$ cat src/rtl/snn_pkg.sv
// Shared definitions for the spiking-neuron datapath blocks.
//   - FSM state encoding used by spike_mac_accum
//   - clog2 helper that never returns 0, so index buses are at least 1 bit
//   - default weight/sum width
package snn_pkg;

   localparam int unsigned DEFAULT_DATA_WIDTH = 8;

   localparam logic [1:0] STATE_IDLE  = 2'd0;
   localparam logic [1:0] STATE_ACCUM = 2'd1;
   localparam logic [1:0] STATE_EMIT  = 2'd2;

   typedef enum logic [1:0] {
      StIdle  = STATE_IDLE,
      StAccum = STATE_ACCUM,
      StEmit  = STATE_EMIT
   } mac_state_e;

   function automatic int unsigned clog2(input int unsigned value);
      int unsigned width;
      width = 0;
      while ((32'd1 << width) < value) begin
         width++;
      end
      return (width == 0) ? 1 : width;
   endfunction

endpackage

$ cat src/rtl/spike_weight_mem.sv
// Synaptic weight register file for spike_mac_accum.
// N_IN entries of DATA_WIDTH bits, cleared asynchronously by rst_n.
// Ports:
//   clk, rst_n         clock, asynchronous active-low clear
//   we, waddr, wdata   write port; takes effect on the next rising edge,
//                      addresses >= N_IN are dropped
//   raddr, rdata       combinational read port (returns pre-write contents
//                      when read and write hit the same entry in one cycle)
module spike_weight_mem
   import snn_pkg::*;
#(
   parameter int unsigned DATA_WIDTH = DEFAULT_DATA_WIDTH,
   parameter int unsigned N_IN       = 16
) (
   input  logic                     clk,
   input  logic                     rst_n,
   input  logic                     we,
   input  logic [clog2(N_IN)-1:0]   waddr,
   input  logic [DATA_WIDTH-1:0]    wdata,
   input  logic [clog2(N_IN)-1:0]   raddr,
   output logic [DATA_WIDTH-1:0]    rdata
);

   localparam int unsigned AddrW = clog2(N_IN);

   logic [DATA_WIDTH-1:0] mem_q [N_IN];
   logic                  waddr_ok;
   logic                  raddr_ok;

   // With a power-of-two depth every address is in range; skip the compare.
   if (N_IN == (32'd1 << AddrW)) begin : g_full_range
      assign waddr_ok = 1'b1;
      assign raddr_ok = 1'b1;
   end else begin : g_part_range
      assign waddr_ok = (32'(waddr) < N_IN);
      assign raddr_ok = (32'(raddr) < N_IN);
   end

   always_ff @(posedge clk or negedge rst_n) begin
      if (!rst_n) begin
         for (int i = 0; i < N_IN; i++) begin
            mem_q[i] <= '0;
         end
      end else if (we && waddr_ok) begin
         mem_q[waddr] <= wdata;
      end
   end

   assign rdata = raddr_ok ? mem_q[raddr] : '0;

endmodule

$ cat src/rtl/spike_mac_accum.sv
// Presynaptic accumulator: sums the weights of all active inputs of one
// accepted spike vector and emits the saturated total as a one-cycle pulse
// that feeds neuron_body (in_valid / in_mac_sum).
// Build option: define SPIKE_MAC_SKIP_ZERO_EN to visit only the set bits of
// the vector (latency popcount+1) instead of the fixed N_IN-cycle scan.
// Ports:
//   clk, rst_n                 clock, asynchronous active-low reset
//   s_valid, s_ready, s_spikes spike vector handshake (ready only in IDLE)
//   w_we, w_addr, w_data       weight write port, accepted in any state
//   out_valid, out_mac_sum     one-cycle result pulse; sum holds until next
//   out_busy                   high while accumulating or emitting
module spike_mac_accum
   import snn_pkg::*;
#(
   parameter int unsigned DATA_WIDTH = DEFAULT_DATA_WIDTH,
   parameter int unsigned N_IN       = 16,
   parameter int unsigned MAX_SUM    = 255
) (
   input  logic                     clk,
   input  logic                     rst_n,
   input  logic                     s_valid,
   output logic                     s_ready,
   input  logic [N_IN-1:0]          s_spikes,
   input  logic                     w_we,
   input  logic [clog2(N_IN)-1:0]   w_addr,
   input  logic [DATA_WIDTH-1:0]    w_data,
   output logic                     out_valid,
   output logic [DATA_WIDTH-1:0]    out_mac_sum,
   output logic                     out_busy
);

   localparam int unsigned IdxW = clog2(N_IN);
   // Wide enough for N_IN full-scale weights, so the running sum never wraps.
   localparam int unsigned AccW = DATA_WIDTH + IdxW;

   mac_state_e            state_q, state_d;
   logic [N_IN-1:0]       vec_q, vec_d;
   logic [IdxW-1:0]       idx_q, idx_d;
   logic [AccW-1:0]       acc_q, acc_d;
   logic [DATA_WIDTH-1:0] sum_q, sum_d;
   logic [DATA_WIDTH-1:0] weight_rd;
   logic [AccW-1:0]       acc_next;

   function automatic logic [DATA_WIDTH-1:0] saturate(input logic [AccW-1:0] acc);
      if (acc > AccW'(MAX_SUM)) begin
         return DATA_WIDTH'(MAX_SUM);
      end
      return acc[DATA_WIDTH-1:0];
   endfunction

   // Priority encoder: index of the lowest set bit (0 for an empty vector).
   function automatic logic [IdxW-1:0] lowest_set(input logic [N_IN-1:0] vec);
      logic [IdxW-1:0] idx;
      idx = '0;
      for (int i = N_IN - 1; i >= 0; i--) begin
         if (vec[i]) begin
            idx = IdxW'(i);
         end
      end
      return idx;
   endfunction

   spike_weight_mem #(
      .DATA_WIDTH (DATA_WIDTH),
      .N_IN       (N_IN)
   ) u_weight_mem (
      .clk   (clk),
      .rst_n (rst_n),
      .we    (w_we),
      .waddr (w_addr),
      .wdata (w_data),
      .raddr (idx_q),
      .rdata (weight_rd)
   );

   assign acc_next = vec_q[idx_q] ? (acc_q + AccW'(weight_rd)) : acc_q;

   always_comb begin
      state_d = state_q;
      vec_d   = vec_q;
      idx_d   = idx_q;
      acc_d   = acc_q;
      sum_d   = sum_q;
      unique case (state_q)
         StIdle: begin
            if (s_valid) begin
               vec_d   = s_spikes;
               acc_d   = '0;
               idx_d   = '0;
               state_d = StAccum;
`ifdef SPIKE_MAC_SKIP_ZERO_EN
               idx_d = lowest_set(s_spikes);
               if (s_spikes == '0) begin
                  state_d = StEmit;
                  sum_d   = '0;
               end
`endif
            end
         end
         StAccum: begin
            acc_d = acc_next;
`ifdef SPIKE_MAC_SKIP_ZERO_EN
            // Retire the visited bit; the remaining set bits drive the scan.
            vec_d[idx_q] = 1'b0;
            if (vec_d == '0) begin
               state_d = StEmit;
               sum_d   = saturate(acc_next);
            end else begin
               idx_d = lowest_set(vec_d);
            end
`else
            if (idx_q == IdxW'(N_IN - 1)) begin
               state_d = StEmit;
               sum_d   = saturate(acc_next);
            end else begin
               idx_d = idx_q + 1'b1;
            end
`endif
         end
         StEmit: begin
            state_d = StIdle;
         end
         default: begin
            state_d = StIdle;
         end
      endcase
   end

   always_ff @(posedge clk or negedge rst_n) begin
      if (!rst_n) begin
         state_q <= StIdle;
         vec_q   <= '0;
         idx_q   <= '0;
         acc_q   <= '0;
         sum_q   <= '0;
      end else begin
         state_q <= state_d;
         vec_q   <= vec_d;
         idx_q   <= idx_d;
         acc_q   <= acc_d;
         sum_q   <= sum_d;
      end
   end

   // All outputs decode flops only.
   assign s_ready     = (state_q == StIdle);
   assign out_valid   = (state_q == StEmit);
   assign out_busy    = (state_q == StAccum) || (state_q == StEmit);
   assign out_mac_sum = sum_q;

endmodule

$ cat config.mk
export PLATFORM = sky130hd
export DESIGN_NAME = spike_mac_accum
export DESIGN_NICKNAME = d
export VERILOG_FILES = /design/src/rtl/snn_pkg.sv /design/src/rtl/spike_weight_mem.sv /design/src/rtl/spike_mac_accum.sv
export SDC_FILE = /design/constraint.sdc
export NUM_CORES = 1
export LEC_CHECK = 0
export ABC_AREA = 1
export ABC_CLOCK_PERIOD_IN_PS = 9500
export BUFFER_PORTS_ARGS = -buffer_cell sky130_fd_sc_hd__buf_2
export CAP_MARGIN = 10
export CORE_MARGIN = 4
export CORE_UTILIZATION = 53
export CTS_CLUSTER_SIZE = 8
export DETAILED_ROUTE_END_ITERATION = 16
export PLACE_DENSITY_LB_ADDON = 0.1
export SLEW_MARGIN = 40
export SYNTH_ARGS = -nofsm -noshare
export SYNTH_HDL_FRONTEND = slang
export SYNTH_SLANG_ARGS = --single-unit
$ cat constraint.sdc
create_clock -name clk -period 9.5 [get_ports clk]
set_input_delay 0.95 -clock clk [delete_from_list [all_inputs] [get_ports clk]]
set_output_delay 0.95 -clock clk [all_outputs]
set_load 0.01 [all_outputs]
==> implementation parameters, run 1 <==
Parameter                              Value

Placed design
  Worst slack after detailed placement ... 5732 ps
  IO buf count ... 42
  GP Congestion ... slightly below 0.9
  Instance area after placement ... between 8000 and 9000 sq um
  HPWL after detailed placement ... 13,740 um

Worst setup path
  Critical Path Max Stage Delay ... 620 ps
  Type of the setup path with the least slack ... reg -> reg
  Register-to-Register Path Depth ... 22
  Critical Path Sink Type ... flop
  Crit path depth ... 22
  Kind of launch point of the worst setup path ... flop
  Crit path arrival time ... 4150 ps
  CP top delay family ... simple AND/OR/NAND/NOR gates
  Highest fanout seen on the critical path ... 39
  Total buffers and inverters traversed by the critical path ... 5
  CP dominant cell by count ... sky130_fd_sc_hd__nand2_1
  Crit-path cells ... buf_4 > inv_2 > o21ai_0 > o22ai_1 > o211ai_1 > nand2_1 > inv_1 > fa_1 > inv_1 > nand2_1 > nand2_1 > nand3_1 > nand2_1 > nand2_1 > nand2_1 > nand2_1 > nand2_2 > nand2_2 > nor2_4 > nand3_1 > nand2_1 > inv_1
  Crit path max-delay cell type ... sky130_fd_sc_hd__inv_2
  CP required ... 9830 ps

Pwr
  Worst ir drop on vdd ... 178.6 uV
  P per Cell Area ... 299.8 nW/um^2
  Leakage dissipation ... 4.562 nW

Finish
  Most common library cell in the layout ignoring fill and taps ... sky130_fd_sc_hd__nand2_1
  End-of-flow core utilization ... 60.88%
  N_diodes ... 0
  Area of all placed cells without fillers ... 9392 sq um
  Layout net count ... 1,137
  Area Growth Syn to Fin ... 11.30%
  Combined area of the multi-input logic cells ... 3538 sq um
  Sequential cell area ... 4257 sq um
  Fraction of final layout cells sized beyond drive strength 1 ... 10.52%
  Count of fill cells added during filler insertion ... 1,458
  Most used cells in the layout excluding fill and tap cells ... sky130_fd_sc_hd__nand2_1, sky130_fd_sc_hd__o21ai_0, sky130_fd_sc_hd__dfrtp_1

Timing
  Min Clock Period, post-route ... between 3000 and 4000 ps
  Worst hold margin ... 424.1 ps
  Period Utilization, post-route ... about two fifths
  Accumulated negative setup slack ... 0 ps
  Transition time at the pin with the least slew margin ... 829.6 ps
  Top achievable clock speed ... 261.6 MHz
  Headroom to the max-slew limit ... 44.64%
  Number of setup violations in the final report ... 0
  Minimum setup slack in the final design ... 5678 ps
  RSZ-0062 raised after global routing ... false
  Final hold violations ... 0
  Setup Skew ... 8.277 ps
  Pins over their slew limit ... 0

GRT
  Number of antenna violations at the first check in global routing ... 0
  Global router's overall resource usage ... 25.42%
  Final global-route overflow total ... 0
  Number of global-route vias before repair ... between 6,000 and 7,000
  Global-route wire length before repair ... 35,940 um
  Maximum number of pins on one net before global-route repair ... about 110

Clock tree
  Skew-Pair Late Insertion Delay ... 440 ps
  Clock-pin transition on the worst setup and hold timing paths ... 70 ps
  TritonCTS buffer count ... 17
  Maximum root-to-sink buffer count ... 2
  CTS-repair resized insts ... 0
  Hold Buf Count CTS ... 0
  H-tree depth ... 4
  CTS root buffer ... sky130_fd_sc_hd__clkbuf_16
  Post-CTS setup buffers ... 0
  Sinks on Clock Net ... 170
  CTS tree ... yes

Yosys
  Combined area of all synthesized cells ... around 8400 sq um
  Post-synthesis instance total ... ~1,100
  Most used DFF post-synth ... sky130_fd_sc_hd__dfrtp_1
  Number of nets produced by synthesis ... between 1,000 and 1,500
  Leading post-synthesis cells by cell area ... sky130_fd_sc_hd__dfrtp_1, sky130_fd_sc_hd__nand2_1, sky130_fd_sc_hd__o21ai_0
  Largest area contributor in the synthesized netlist ... sky130_fd_sc_hd__dfrtp_1
  Sequential cell area fraction in the yosys report ... around half
  Warnings, synthesis ... 0
  Number of enable-type register cells in the synthesized netlist ... 0
  Fraction of synthesis flops using an asynchronous set or reset pin ... between 90% and 100%
  Number of storage elements in the synthesis netlist ... 170
  Share of the synthesized area in the top cell type ... 50.42%
  Mapped Avg Cell Area ... 7.857 sq um
  Netlist cell types ... 32

Routing
  Vias post-DR ... between 7,000 and 8,000
  Final routed wirelength across all metal layers ... 21,660 um
  Residual DRC count ... 0
  Number of violations reported at the end of detailed-routing iteration 0 ... 753
  Pre-Repair DR Iteration Count ... 5
  Antenna Nets Post-Route ... 0
  Average wire per standard cell ... 16.48 um
  Number of vias per cell ... 5.440

Floorplanning
  Top-level I/O count ... 43
  Die extent in x ... 134.2 um
  Die extent in y ... 134.2 um
  Placement Rows ... 45
  Floorplan die area ... 18,000 sq um
  Placeable core region ... 15,430 sq um
  Starting density of the core ... 54.70%

Hold path
  Worst hold path class ... in -> async

Flow run
  Max-cap check violation count ... 0

Status
  Result of the run ... finished, final reports clean
## final cells by class
class | count | area share (%)
Clock buffer | 22 | 5.049
Clock inverter | 8 | 1.279
Inverter | 114 | 4.583
Multi-Input combinational cell | 739 | 37.68
Sequential cell | 170 | 45.32
Tap cell | 211 | 2.811
Timing Repair Buffer | 50 | 3.277
## synthesized netlist by cell type, types with 3 or more instances
cell type	instances
sky130_fd_sc_hd__nand2_2	3
sky130_fd_sc_hd__o211ai_1	4
sky130_fd_sc_hd__dfrtp_1	170
sky130_fd_sc_hd__o22ai_1	6
sky130_fd_sc_hd__buf_6	3
sky130_fd_sc_hd__inv_2	10
sky130_fd_sc_hd__o221ai_1	4
sky130_fd_sc_hd__xor2_1	3
sky130_fd_sc_hd__o21ai_0	185
sky130_fd_sc_hd__nand3_1	76
sky130_fd_sc_hd__clkbuf_1	29
sky130_fd_sc_hd__buf_1	7
sky130_fd_sc_hd__o21ai_1	9
sky130_fd_sc_hd__or2_2	8
sky130_fd_sc_hd__buf_2	10
sky130_fd_sc_hd__inv_1	104
sky130_fd_sc_hd__xnor2_1	3
sky130_fd_sc_hd__nor3_2	3
sky130_fd_sc_hd__nand4_1	5
sky130_fd_sc_hd__a21oi_1	70
sky130_fd_sc_hd__nor2_1	58
sky130_fd_sc_hd__ha_1	12
sky130_fd_sc_hd__nand2_1	278
## per-layer routing
| layer | part of all wire (%) | global-route usage (%) | vias up |
|---|---|---|---|
| met2 | 45 | 38.77 | 189 |
| met1 | 48 | 37.13 | 3384 |
| li1 | - | - | 3537 |
| met5 | 0 | 0 | - |
| met3 | 5.5 | 4.801 | 38 |
| met4 | 2.0 | 7.919 | 0 |
## where the power goes
| group | leakage [nW] | switching, W | internal (W) |
|---|---|---|---|
| Sequential | 2.11 | 0.000105 | 0.000903 |
| Clock | 0.288 | 0.000283 | 0.000430 |
| Combinational | 2.16 | 0.000735 | 0.000359 |
## final timing paths
| path | from | endpoint | slack, ps |
|---|---|---|---|
| worst max-delay path | idx_q[1]$_DFFE_PN0P_ | out_mac_sum[4]$_DFFE_PN0P_ | 5680 |
| worst min-delay path | rst_n | u_weight_mem.mem_q[13]$_DFFE_PN0P_ | 420 |
| worst max register to register | idx_q[1]$_DFFE_PN0P_ | out_mac_sum[4]$_DFFE_PN0P_ | 5680 |
| worst min register to register | u_weight_mem.mem_q[61]$_DFFE_PN0P_ | u_weight_mem.mem_q[61]$_DFFE_PN0P_ | 480 |
| max in group asynchronous | rst_n | u_weight_mem.mem_q[102]$_DFFE_PN0P_ | 8180 |
| min in group clk | u_weight_mem.mem_q[61]$_DFFE_PN0P_ | u_weight_mem.mem_q[61]$_DFFE_PN0P_ | 480 |
## stage by stage
| step | instances | total power (W) |
|---|---|---|
| after detailed placement | 1282 | 0.002106 |
| after global placement | 1282 | 0.002089 |
| after floorplan | 1074 | 0.001812 |
| final | 1314 | 0.002816 |
| after global routing | 1314 | 0.003020 |
| after CTS | 1312 | 0.002825 |
## cells by family (layout without fill, tap and decap cells)
group / count (synthesis) / in the layout / share of synthesized area (%)
compound gates: 279 / 279 / 17.07
fa+ha+maj: 13 / 13 / 2.017
buf+inv: 165 / 194 / 7.844
xor+xnor: 6 / 6 / 0.6229
simple gates: 441 / 441 / 22.03
flops: 170 / 170 / 50.42
## state kept, by name, summed over array words and instances (netlist names)
| signal | count |
|---|---|
| u_weight_mem.mem_q | 128 |
| acc_q | 12 |
| out_mac_sum | 8 |
| state_q | 2 |
| vec_q | 16 |
| idx_q | 4 |
Power figures use the tool's default switching activity.
==> run 2, diff against run 1 <==
- ABC_AREA: 1 -> 0
- ABC_CLOCK_PERIOD_IN_PS: 9500 -> 3400
- clock period: 9.5 -> 3.4 ns (I/O delays scaled with it)
==> implementation parameters, run 2 <==
Parameter                              Value

Status
  Result of the run ... finished with violations
  Failing checks ... setup timing

Timing
  Pins over their slew limit ... 0
  Top achievable clock speed ... 286.7 MHz
  Transition time at the pin with the least slew margin ... 765.9 ps
  Number of setup violations in the final report ... 9
  Setup Skew ... 6.937 ps
  RSZ-0062 raised after global routing ... true
  Min Clock Period, post-route ... 3488 ps
  Headroom to the max-slew limit ... 48.66%
  Minimum setup slack in the final design ... -88.11 ps
  Final hold violations ... 0
  Period Utilization, post-route ... 102.6%

Placed design
  Worst slack after detailed placement ... -217.5 ps
  HPWL after detailed placement ... between 10,000 and 15,000 um
  GP Congestion ... 0.8742
  Number of placed instances, taps included ... 865
  IO buf count ... 42

Finish
  Biggest regs ... u_weight_mem.mem_q (128), vec_q (16), acc_q (12)
  Largest register by flop count ... u_weight_mem.mem_q
  Layout net count ... 736
  Area Growth Syn to Fin ... 22.07%
  Count of fill cells added during filler insertion ... about 1,100
  Max reg flops ... 128
  Filler-free cell count of the finished design ... 914
  Most used cells in the layout excluding fill and tap cells ... sky130_fd_sc_hd__dfrtp_1, sky130_fd_sc_hd__mux2_2, sky130_fd_sc_hd__buf_4
  Fraction of final layout cells sized beyond drive strength 1 ... 53.06%
  Most common library cell in the layout ignoring fill and taps ... sky130_fd_sc_hd__dfrtp_1
  End-of-flow core utilization ... 66.95%
  N_diodes ... 0

Pwr
  Total power ... 0.009135 W
  Sequential fraction of design power ... 31.4%
  P per Cell Area ... 887.6 nW/um^2
  Worst ir drop on vdd ... 481.9 uV
  Net Switching ... 0.003223 W
  Cell-internal power ... between 0.005 and 0.006 W
  Clock power frac ... 22.1%
  Leakage dissipation ... 4.331 nW
  Fraction of power spent switching nets ... between 30% and 40%
  Part of the power in combinational logic ... 46.5%

Floorplanning
  Placement Rows ... 45
  Die extent in y ... 134.1 um
  Starting density of the core ... a little over half
  Die extent in x ... 134.1 um
  Floorplan die area ... 17,990 sq um
  Top-level I/O count ... 43
  Placeable core region ... 15,370 sq um

Routing
  Antenna Nets Post-Route ... 0
  Number of vias per cell ... 6.043
  Average wire per standard cell ... around 22 um
  Final routed wirelength across all metal layers ... between 20,000 and 25,000 um
  Residual DRC count ... 0
  Pre-Repair DR Iteration Count ... 7
  Number of violations reported at the end of detailed-routing iteration 0 ... around 340
  Vias post-DR ... 5,523

Worst setup path
  R2r endpoint ... out_mac_sum[3]$_DFFE_PN0P_
  Launch instance of the worst register-to-register path ... idx_q[0]$_DFFE_PN0P_
  Critical Path Sink Type ... flop
  Type of the setup path with the least slack ... reg -> reg
  Kind of launch point of the worst setup path ... flop
  Capture point of the worst path ... out_mac_sum[3]$_DFFE_PN0P_
  Register-to-Register Setup Slack ... -90 ps
  Register-to-Register Path Depth ... 10
  CP required ... 3690 ps
  Highest fanout seen on the critical path ... 8
  Worst setup path start ... idx_q[0]$_DFFE_PN0P_
  Crit path arrival time ... 3770 ps

Yosys
  Leading post-synthesis cells by cell area ... sky130_fd_sc_hd__dfrtp_1, sky130_fd_sc_hd__mux2_2, sky130_fd_sc_hd__mux4_2
  Fraction of synthesis flops using an asynchronous set or reset pin ... 100.0%
  Area fraction in compound gates after synthesis ... 6.619%
  Leading post-synthesis cells by instance count ... sky130_fd_sc_hd__dfrtp_1, sky130_fd_sc_hd__mux2_2, sky130_fd_sc_hd__mux4_2
  Share of the synthesized area in the top cell type ... 50.46%
  Area share of xor/xnor cells in the synthesized design ... 0.2078%
  Adder-cell share of the synthesized area ... 2.018%
  Largest area contributor in the synthesized netlist ... sky130_fd_sc_hd__dfrtp_1
  Multiplexer area fraction after synthesis ... between 30% and 40%
  Number of enable-type register cells in the synthesized netlist ... 0
  Post-synthesis instance total ... 608
  Number of nets produced by synthesis ... ~650
  Mapped Avg Cell Area ... 13.87 sq um
  Largest family of logic cells by synthesized area ... multiplexers
  Netlist cell types ... 54
  Combined area of all synthesized cells ... around 8400 sq um
  Most frequent cell after synthesis ... sky130_fd_sc_hd__dfrtp_1
  Most used DFF post-synth ... sky130_fd_sc_hd__dfrtp_1
  Number of storage elements in the synthesis netlist ... 170
  Post-Synth Simple-Gate Area ... 6.397%
  Sequential cell area fraction in the yosys report ... 50.46%
  Warnings, synthesis ... 0

GRT
  Number of global-route vias before repair ... 5,695
  Global-route wire length before repair ... 32,160 um
  Final global-route overflow total ... 0
  Number of antenna violations at the first check in global routing ... 0
  Global router's overall resource usage ... 23.31%
  Maximum number of pins on one net before global-route repair ... 80

Clock tree
  Skew-Pair Late Insertion Delay ... 420 ps
  CTS tree ... yes
  H-tree depth ... 4
  Sinks on Clock Net ... 170
  TritonCTS buffer count ... 17
  CTS root buffer ... sky130_fd_sc_hd__clkbuf_16
  Clock-pin transition on the worst setup and hold timing paths ... about 70 ps
  Maximum root-to-sink buffer count ... 2

Hold path
  Worst hold path class ... in -> reg

Flow run
  Max-cap check violation count ... 0
-- run 2: cell count changes after synthesis, sizes merged, moves of 53 or more --
cell	previous run	this run
nand2	282	30
a21oi	71	18
nand3	78	8
mux2	0	144
inv	114	9
o21ai	194	22
-- run 2: repair_timing --
action | CTS | global route
hold buffers | 1 | 0
buffers inserted | 9 | 6
hold endpoints to repair | 14 | 0
cloned | 1 | 0
resized for setup | 22 | 38
pin swaps | 10 | 19
endpoints found under the setup margin | 12 | 16
-- run 2: final cells by class --
cell class,count,area (sq um),area share [%]
Timing Repair Buffer,100,790.8,7.684
Clock buffer,18,429.2,4.170
Inverter,9,33.78,0.3283
Multi-Input combinational cell,393,4334,42.12
Sequential cell,170,4255,41.35
Tap cell,211,264.0,2.565
Clock inverter,13,183.9,1.787
-- run 2: cell families after synthesis --
kind of cell	Yosys count
AO/OA/AOI/OAI	81
buffers and inverters	45
multiplexers	193
flip-flops	170
adder cells (fa/ha/maj)	13
AND/OR/NAND/NOR	104
XOR/XNOR	2
-- run 2: critical path: stages, from the launching register on --
cell	delay [ps]
sky130_fd_sc_hd__dfrtp_2	420
sky130_fd_sc_hd__buf_12	140
sky130_fd_sc_hd__buf_8	110
sky130_fd_sc_hd__mux4_2	540
sky130_fd_sc_hd__mux4_2	560
sky130_fd_sc_hd__ha_4	290
sky130_fd_sc_hd__o21a_1	230
sky130_fd_sc_hd__a2111oi_4	450
sky130_fd_sc_hd__o2111ai_2	200
sky130_fd_sc_hd__o2bb2ai_4	270
sky130_fd_sc_hd__a31oi_1	130
-- run 2: stage by stage --
| step | cell area (sq um) | TNS (ps) | hold WS, ps |
|---|---|---|---|
| after floorplan | 8557 | -23.95 | 44.41 |
| after global placement | 9158 | -1124 | 422.6 |
| final | 10290 | -449.4 | 140.8 |
| after global routing | 10290 | -1644 | 122.7 |
| after CTS | 10010 | -676.4 | 127.8 |
| after detailed placement | 9180 | -1716 | 426.2 |
-- run 2: power groups by stage --
stage                     Clock, W  Combinational (W)  Sequential [W]
after global routing       0.00215            0.00455         0.00293
after CTS                  0.00205            0.00375         0.00286
after detailed placement         0            0.00344         0.00290
after global placement           0            0.00339         0.00287
after floorplan                  0            0.00252         0.00277
final                      0.00202            0.00425         0.00287
-- run 2: how the worst min path moves through the flow --
| stage | from | to | slack (ps) | cells past startpoint |
|---|---|---|---|---|
| floorplan | rst_n | acc_q[0]$_DFFE_PN0P_ | 40 | 0 |
| global placement | rst_n | u_weight_mem.mem_q[116]$_DFFE_PN0P_ | 420 | 1 |
| detailed placement | rst_n | u_weight_mem.mem_q[116]$_DFFE_PN0P_ | 430 | 1 |
| CTS | s_spikes[12] | vec_q[12]$_DFFE_PN0P_ | 130 | 2 |
| global route | s_spikes[14] | vec_q[14]$_DFFE_PN0P_ | 120 | 2 |
| finish | s_spikes[12] | vec_q[12]$_DFFE_PN0P_ | 140 | 2 |
-- run 2: layer usage --
layer  vias to the layer above  wire (um)  track usage (%)
met5                         -          0                0
met1                      2940       9460            34.88
met2                       110       9624            35.99
met3                        13        717            4.576
li1                       2460          -                -
met4                         0        206            4.977
